==> config.mk <==
export PLATFORM = sky130hd
export DESIGN_NAME = mem_arbiter
export DESIGN_NICKNAME = d
export VERILOG_FILES = /design/src/rtl/mem_arbiter.sv
export SDC_FILE = /design/constraint.sdc
export NUM_CORES = 1
export LEC_CHECK = 0
export ABC_AREA = 1
export BUFFER_PORTS_ARGS = -buffer_cell sky130_fd_sc_hd__buf_4
export CELL_PAD_IN_SITES_DETAIL_PLACEMENT = 1
export CELL_PAD_IN_SITES_GLOBAL_PLACEMENT = 1
export CORE_ASPECT_RATIO = 1.4
export CORE_UTILIZATION = 27
export DETAILED_ROUTE_END_ITERATION = 12
export PLACE_DENSITY = 0.85
export SYNTH_ARGS = -nofsm -noshare
export SYNTH_HDL_FRONTEND = slang
export SYNTH_SLANG_ARGS = --single-unit
==> constraint.sdc <==
create_clock -name i_clk -period 6.95 [get_ports i_clk]
set_input_delay 1.39 -clock i_clk [delete_from_list [all_inputs] [get_ports i_clk]]
set_output_delay 1.39 -clock i_clk [all_outputs]
set_load 0.02 [all_outputs]
==> src/rtl/mem_arbiter.sv <==
// Two-master round-robin arbiter for the shared RAM / external bus data port.
// Serves one transaction at a time; bus accesses wait for ack or time out with an error.
module mem_arbiter #(
  parameter int RAMAddrWidth = 10,
  parameter int DataWidth    = 32,
  parameter int BusTimeout   = 255
) (
  input  logic                    i_clk,
  input  logic                    i_rst,
  input  logic                    i_m0_req,
  input  logic                    i_m0_we,
  input  logic [31:0]             i_m0_addr,
  input  logic [DataWidth-1:0]    i_m0_wdata,
  output logic                    o_m0_gnt,
  output logic                    o_m0_rvalid,
  output logic [DataWidth-1:0]    o_m0_rdata,
  output logic                    o_m0_err,
  input  logic                    i_m1_req,
  input  logic                    i_m1_we,
  input  logic [31:0]             i_m1_addr,
  input  logic [DataWidth-1:0]    i_m1_wdata,
  output logic                    o_m1_gnt,
  output logic                    o_m1_rvalid,
  output logic [DataWidth-1:0]    o_m1_rdata,
  output logic                    o_m1_err,
  output logic                    o_ram_we,
  output logic [RAMAddrWidth-1:0] o_ram_addr,
  output logic [DataWidth-1:0]    o_ram_wdata,
  input  logic [DataWidth-1:0]    i_ram_rdata,
  output logic                    o_bus_req,
  output logic                    o_bus_we,
  output logic [31:0]             o_bus_addr,
  output logic [DataWidth-1:0]    o_bus_wdata,
  input  logic [DataWidth-1:0]    i_bus_rdata,
  input  logic                    i_bus_ack
);

  localparam logic [1:0] IDLE     = 2'd0;
  localparam logic [1:0] BUS_WAIT = 2'd1;
  localparam logic [1:0] RESP     = 2'd2;

  logic [1:0]           r_state;
  logic                 r_last1;
  logic                 r_owner1;
  logic                 r_we;
  logic                 r_isBus;
  logic                 r_err;
  logic [15:0]          r_cnt;
  logic [31:0]          r_busAddr;
  logic [DataWidth-1:0] r_busWdata;
  logic                 r_busWe;
  logic [DataWidth-1:0] r_busRdata;

  logic                 w_winner1;
  logic                 w_grant;
  logic                 w_grantRam;
  logic                 w_we;
  logic [31:0]          w_addr;
  logic [DataWidth-1:0] w_wdata;
  logic                 w_isBus;
  logic                 w_resp;
  logic [DataWidth-1:0] w_respData;

  // On a tie the master that was not granted last wins; grants are masked during reset.
  assign w_winner1  = i_m1_req & (~i_m0_req | ~r_last1);
  assign w_grant    = (i_m0_req | i_m1_req) & (r_state == IDLE) & ~i_rst;
  assign w_we       = w_winner1 ? i_m1_we    : i_m0_we;
  assign w_addr     = w_winner1 ? i_m1_addr  : i_m0_addr;
  assign w_wdata    = w_winner1 ? i_m1_wdata : i_m0_wdata;
  assign w_isBus    = |w_addr[31:RAMAddrWidth];
  assign w_grantRam = w_grant & ~w_isBus;

  assign o_m0_gnt    = w_grant & ~w_winner1;
  assign o_m1_gnt    = w_grant & w_winner1;
  assign o_ram_we    = w_grantRam & w_we;
  assign o_ram_addr  = w_grantRam ? w_addr[RAMAddrWidth-1:0] : '0;
  assign o_ram_wdata = (w_grantRam & w_we) ? w_wdata : '0;

  // Response source follows the registered region, so RAM data is only taken for RAM reads.
  assign w_resp      = (r_state == RESP);
  assign w_respData  = r_we ? '0 : (r_isBus ? r_busRdata : i_ram_rdata);
  assign o_m0_rvalid = w_resp & ~r_owner1;
  assign o_m1_rvalid = w_resp & r_owner1;
  assign o_m0_rdata  = o_m0_rvalid ? w_respData : '0;
  assign o_m1_rdata  = o_m1_rvalid ? w_respData : '0;
  assign o_m0_err    = o_m0_rvalid & r_err;
  assign o_m1_err    = o_m1_rvalid & r_err;

  assign o_bus_req   = (r_state == BUS_WAIT);
  assign o_bus_we    = o_bus_req & r_busWe;
  assign o_bus_addr  = r_busAddr;
  assign o_bus_wdata = r_busWdata;

  always_ff @(posedge i_clk or posedge i_rst) begin
    if (i_rst) begin
      r_state    <= IDLE;
      r_last1    <= 1'b1;
      r_owner1   <= 1'b0;
      r_we       <= 1'b0;
      r_isBus    <= 1'b0;
      r_err      <= 1'b0;
      r_cnt      <= '0;
      r_busAddr  <= '0;
      r_busWdata <= '0;
      r_busWe    <= 1'b0;
      r_busRdata <= '0;
    end else begin
      case (r_state)
        IDLE: begin
          if (w_grant) begin
            r_last1    <= w_winner1;
            r_owner1   <= w_winner1;
            r_we       <= w_we;
            r_isBus    <= w_isBus;
            r_err      <= 1'b0;
            r_busRdata <= '0;
            if (w_isBus) begin
              r_busAddr  <= w_addr;
              r_busWdata <= w_wdata;
              r_busWe    <= w_we;
              r_cnt      <= '0;
              r_state    <= BUS_WAIT;
            end else begin
              r_state <= RESP;
            end
          end
        end
        BUS_WAIT: begin
          // r_cnt holds the number of completed wait cycles; ack wins over timeout in the last one.
          if (i_bus_ack) begin
            r_busRdata <= i_bus_rdata;
            r_err      <= 1'b0;
            r_state    <= RESP;
          end else if (r_cnt == 16'(BusTimeout - 1)) begin
            r_busRdata <= '0;
            r_err      <= 1'b1;
            r_state    <= RESP;
          end else begin
            r_cnt <= r_cnt + 16'd1;
          end
        end
        RESP:    r_state <= IDLE;
        default: r_state <= IDLE;
      endcase
    end
  end

endmodule

Word level (Yosys, flattened, before mapping):

Cells that the tools add are included.

* add/sub/neg operators: 1
* reductions and logical operators: 8
* equality and inequality tests: 8
* muxes and demuxes: 27
* bitwise operators: 20

Operators by type and width (number)
* 32-bit 2-to-1 mux: 10
* 16-bit 2-to-1 mux: 4
* 32-bit one-hot mux with 2 select lines: 1
* 16-bit one-hot mux with 2 select lines: 1
* 22-bit OR reduction: 1
* 16-bit by 1-bit adder with 16-bit output (second input constant): 1
* 16-bit by 8-bit == test with 1-bit output (second input constant): 1
* 1-bit AND: 12
* 10-bit 2-to-1 mux: 1
* 2-bit 2-to-1 mux: 4
* 2-bit inequality test (second input constant): 4
* 1-bit NOT: 6
* 3-bit AND reduction: 2
* 5-bit AND reduction: 1
* 1-bit 2-to-1 mux: 4
* 2-bit one-hot mux with 2 select lines: 1
* 2-bit AND reduction: 2
* 3-bit by 1-bit inequality test with 1-bit output (second input constant): 1
* 2-bit by 1-bit == test with 1-bit output (second input constant): 1
* 2-bit == test (second input constant): 1
* 2-bit logical NOT: 1
* 1-bit bitwise OR: 2
* 1-bit one-hot mux with 2 select lines: 1
* 2-bit nonzero test: 1

* register bits: 120
* bits of input ports: 199
* logic and storage cells: 75

Logic depth before layout (Yosys ltp):

* word-level depth: 9
* gate-level depth with buffers: 15
* gate-level depth less buffers: 12

Least setup slack after synthesis:

No wires, ideal clock.

* path type: input to output
* from: input i_rst
* to: output o_ram_wdata[10]
* data required time: 5.560 ns
* path buffers: 1
* slack: -0.233 ns
* arrival: 5.793 ns
* cell stages on the path: 7
* cell sequence: inv_1 o211ai_2 or2_2 nor2_4 inv_2 buf_2 nor2_1

* longest elaborated chain between the ends: 5

Ends and longest elaborated chain
* from (decl): line 9 `input logic i_rst,`
* 1-bit NOT: line 66 `assign w_grant = (i_m0_req | i_m1_req) & (r_state == IDLE) & ~i_rst;`
* 1-bit AND: line 66
* 1-bit AND: line 71 `assign w_grantRam = w_grant & ~w_isBus;`
* 1-bit AND
* via o_ram_we: line 26 `output logic o_ram_we,`
* 32-bit 2-to-1 mux: line 77 `assign o_ram_wdata = (w_grantRam & w_we) ? w_wdata : '0;`
* to (decl): line 28 `output logic [DataWidth-1:0] o_ram_wdata,`

The timed path passes the listed nets, and every way through them passes these cells.

Final worst setup path:

* from: input i_m0_req
* to: output o_ram_addr[2]

* longest elaborated chain between the ends: 8
* elaborated cells on any way between the ends: 11

Ends and longest elaborated chain
* from (decl): line 10 `input logic i_m0_req,`
* 1-bit NOT: line 65 `assign w_winner1 = i_m1_req & (~i_m0_req | ~r_last1);`
* 1-bit bitwise OR: line 65
* 1-bit AND: line 65
* 32-bit 2-to-1 mux: line 68 `assign w_addr = w_winner1 ? i_m1_addr : i_m0_addr;`
* 22-bit OR reduction: line 70 `assign w_isBus = |w_addr[31:RAMAddrWidth];`
* 1-bit NOT: line 71
* 1-bit AND: line 71
* 10-bit 2-to-1 mux (*): line 76 `assign o_ram_addr = w_grantRam ? w_addr[RAMAddrWidth-1:0] : '0;`
* to (decl): line 27 `output logic [RAMAddrWidth-1:0] o_ram_addr,`

Mark *: on every way between the ends. The rest lies on a longest branch, timed or not.

==> reports/metrics.sh <==
FIRST_PASS_ITERATION_COUNT_OF_THE_DETAILED_ROUTER=4
RUN_STATUS='finished, final reports clean'
AREA_DELTA_SYNTH_FINAL_PCT=53.6
MAX_SLEW_MARGIN_PCT=20.1
FIN_HOLD_WS_NS=0.487
WORST-PATH-MAX-FANOUT=30
HPWL_UM=20600
FINAL_MAX_SLEW_VIOL_COUNT=0
YOSYSTOPAREACELL='sky130_fd_sc_hd__dfrtp_1'
DISTINCT_CELL_TYPE_COUNT_AFTER_SYNTHESIS=33
NETSWITCHINGPOWER_mW=1.66
CLOCK-SINKS=120
WORSTMARGINPINSLEW_NS=1.20
SYNTH_EDF_COUNT=0
WORST_VDD_DROP_uV=167
RSZ0062_AT_GRT='false'
FINAL_ANTENNA_NET_COUNT=0
FIN_SETUP_TNS_NS=0
FINAL-HOLD-VIOLATION-COUNT=0
SYNTHESIS.YOSYS.WARNINGS=0
SYNTHESIS.AREA_UM2=6740
DIE_WIDTH_UM=136
POST_DRT_VIA_CELL_RATIO=4.74
ROUTED_WIRELENGTH_UM=26900
NUMBER_OF_PRIMARY_I_O_PINS=378
CP.ARRIVAL_NS=3.92
CORE_AREA_UM2=24600
MAX-CLOCK-PATH-BUFFERS=2
ROUTE.VIAS.TOTAL=7518
SEQ_POWER_SHARE_PCT=30.6
DRT_FIRST_ITER_VIOLATIONS=278
SYNTHESIS.NETS=1112
FINAL.MIN_CLOCK_PERIOD_NS=5.31
SYN_AREA_PER_CELL_UM2=7.40
CTS_SETUP_BUFFERS=0
YS_DOMINANT_REG_CELL='sky130_fd_sc_hd__dfrtp_1'
POWER_FRAC_COMB_PCT=45.5
SEQUENTIAL_FRACTION_OF_THE_SYNTHESIS_AREA_PCT=44.6
SETUP_VIOL=0
CTS_MADE_BUFFERS=17
ASYNC_FLOP_SHARE_PCT=100
FILLER_CELL_COUNT=3114
GRT_PASS1_VIAS=7706
HOLD_PATH_DEPTH=2
CLKLATENCYLATEPIN_NS=0.41
POWER_PER_CELL_AREA_nW_PER_UM2=374
CRITICALPATHCATEGORY='in -> out'
TOTAL_GR_OVERFLOW=0
P_SW_SHARE_PCT=42.9
POWER.INTERNAL_mW=2.21
DIE_AREA_UM2=25600
WORST_ENDPOINT_REQUIRED_TIME_NS=5.56
SYNTHESIS.INSTANCES=911
GRT_USAGE_PCT=21.2
EFFECTIVE_UTILIZATION_AT_FLOORPLAN_PCT=27.4
KIND_OF_START_POINT_OF_THE_CRITICAL_PATH='primary input'
FLOORPLAN.DIE.HEIGHT_UM=189
CTSHTREEMAXLEVEL=4
FMAX_MHz=188
MIN_PATH_TYPE='reg -> reg'
CTS.CLK_SLEW.WORST_PATHS_NS=0.05
FF2FF_PATH_DEPTH=12
ANTENNA_FOUND_INITIAL=0
PORTBUFFERS=377
SYNTH_LARGEST_TYPE_AREA_FRACTION_PCT=44.2
FINALWEIGHTEDCONGESTION=0.917
CP-END-KIND='output port'
CTS_ROOT_BUF='sky130_fd_sc_hd__clkbuf_16'
LARGEST_NET_DEGREE_AT_THE_START_OF_GLOBAL_ROUTING=111
DRIVE_ABOVE_1_SHARE_PCT=34.1
DRV_CAP=0
ANTENNA-DIODE-COUNT=0
ROUTE.DETAILED.WL_PER_INST_UM=17.0
FINAL_NETS=1461
CTS_TREE='done'
DRC=0
YS_TOP_CELLS_BY_AREA='sky130_fd_sc_hd__dfrtp_1 44%, sky130_fd_sc_hd__nand2_1 13%, sky130_fd_sc_hd__o21ai_0 8.6%'
ROW_COUNT=68
CTS_REPAIR_RESIZE_COUNT=0
SYNTH-SEQ-CELLS=120
CLOCK-SKEW-FINAL_NS=0.00707
PORTION_OF_TOTAL_POWER_ATTRIBUTED_TO_THE_CLOCK_NETWORK_PCT=23.8
HOLD_BUFFERS=0
GRT_PASS1_WL_UM=41700
FINAL_MIN_PERIOD_OVER_CLOCK_PERIOD_PCT=76.4
LEAKAGEPOWER_nW=5.42
## placed cells by master, fill, tap and decap left out, drive strengths merged, types with 5 or more instances in the layout
cell type,count
o21ai,122
dfrtp,119
nand2,234
buf,384
nor2,154
clkinv,7
clkbuf,18
nor3,7
a21oi,36
nand3,47
nand3b,7
inv,70
xor2,5
mux2i,43
## registers in the layout, indices dropped and copies added, names as in the netlist, 2 cells and up
signal	flops
r_busRdata	32
r_cnt	16
r_state	2
o_bus_addr	32
o_bus_wdata	32
## cells by family (layout without fill, tap and decap cells)
family | count (synthesis) | in the layout | synth area share (%)
compound gates | 161 | 161 | 12.1
flops | 120 | 120 | 44.6
simple gates | 454 | 454 | 27.7
fa+ha+maj | 2 | 2 | 0.371
buf+inv | 126 | 487 | 8.19
xor+xnor | 5 | 5 | 0.650
mux | 43 | 43 | 6.39
## synthesized netlist by cell type (4+ instances only)
| library cell | n |
|---|---|
| sky130_fd_sc_hd__nand3b_1 | 7 |
| sky130_fd_sc_hd__inv_1 | 67 |
| sky130_fd_sc_hd__xor2_1 | 5 |
| sky130_fd_sc_hd__clkbuf_1 | 25 |
| sky130_fd_sc_hd__nor3_1 | 7 |
| sky130_fd_sc_hd__buf_6 | 7 |
| sky130_fd_sc_hd__buf_1 | 5 |
| sky130_fd_sc_hd__mux2i_1 | 43 |
| sky130_fd_sc_hd__inv_2 | 4 |
| sky130_fd_sc_hd__o21ai_0 | 116 |
| sky130_fd_sc_hd__nor2_1 | 151 |
| sky130_fd_sc_hd__nand2_1 | 229 |
| sky130_fd_sc_hd__o21ai_1 | 6 |
| sky130_fd_sc_hd__nand2_4 | 4 |
| sky130_fd_sc_hd__nand3_1 | 46 |
| sky130_fd_sc_hd__buf_2 | 15 |
| sky130_fd_sc_hd__a21oi_1 | 36 |
| sky130_fd_sc_hd__dfrtp_1 | 119 |
## cell type report
| cell class | count | area [um2] | area share, % |
|---|---|---|---|
| multi-input combinational | 665 | 3190 | 30.8 |
| timing repair buffer | 384 | 2880 | 27.8 |
| sequential | 120 | 3010 | 29.0 |
| clock buffer | 18 | 429 | 4.14 |
| clock inverter | 13 | 180 | 1.74 |
| tap | 315 | 394 | 3.81 |
| inverter | 72 | 274 | 2.65 |
## worst max-delay path, stage by stage
cell and delay, ns:
sky130_fd_sc_hd__buf_4 0.10, sky130_fd_sc_hd__nand2_2 0.18, sky130_fd_sc_hd__nand2_4 0.35, sky130_fd_sc_hd__inv_2 0.15, sky130_fd_sc_hd__nand2_1 0.08, sky130_fd_sc_hd__nand2_1 0.06
sky130_fd_sc_hd__nor2_1 0.11, sky130_fd_sc_hd__nand2_1 0.07, sky130_fd_sc_hd__nor2_2 0.21, sky130_fd_sc_hd__nand3_1 0.66, sky130_fd_sc_hd__nor2_1 0.34, sky130_fd_sc_hd__buf_4 0.19
## per-stage QoR
| stage | worst slack [ns] | total power [mW] | utilization (%) | cell area [um2] | cells |
|---|---|---|---|---|---|
| floorplan | 1.28 | 2.22 | - | 6740 | 911 |
| global placement | 1.83 | 2.92 | 39.6 | 9750 | 1556 |
| detailed placement | 1.66 | 2.98 | 39.6 | 9750 | 1556 |
| CTS | 1.65 | 3.93 | 42.1 | 10400 | 1587 |
| global route | 1.40 | 4.14 | 42.1 | 10400 | 1587 |
| finish | 1.64 | 3.87 | 42.1 | 10400 | 1587 |
## routing by layer
layer,GRT usage (%),wire length (um),up-vias
met1,23.8,10600,3625
met5,0,0,-
li1,-,-,3614
met4,10.5,1120,0
met2,37.9,14100,221
met3,3.96,1170,58
## final timing paths
check | to | slack, ns | start
min in group asynchronous | o_bus_addr[13] | 1.28 | i_rst
max | o_ram_addr[2] | 1.64 | i_m0_req
max reg2reg | o_bus_wdata[25] | 3.62 | r_last1
min reg2reg | o_bus_addr[2] | 0.49 | o_bus_addr[2]
min | o_bus_addr[2] | 0.49 | o_bus_addr[2]
max in group asynchronous | o_bus_wdata[0] | 4.28 | i_rst
## power by group through the flow
stage	clock, mW	combinational (mW)	sequential [mW]
after global routing	0.976	1.94	1.23
final	0.922	1.76	1.19
after CTS	0.955	1.79	1.19
after floorplan	0	0.885	1.34
after detailed placement	0	1.78	1.20
after global placement	0	1.73	1.18
Power figures use the tool's default switching activity.
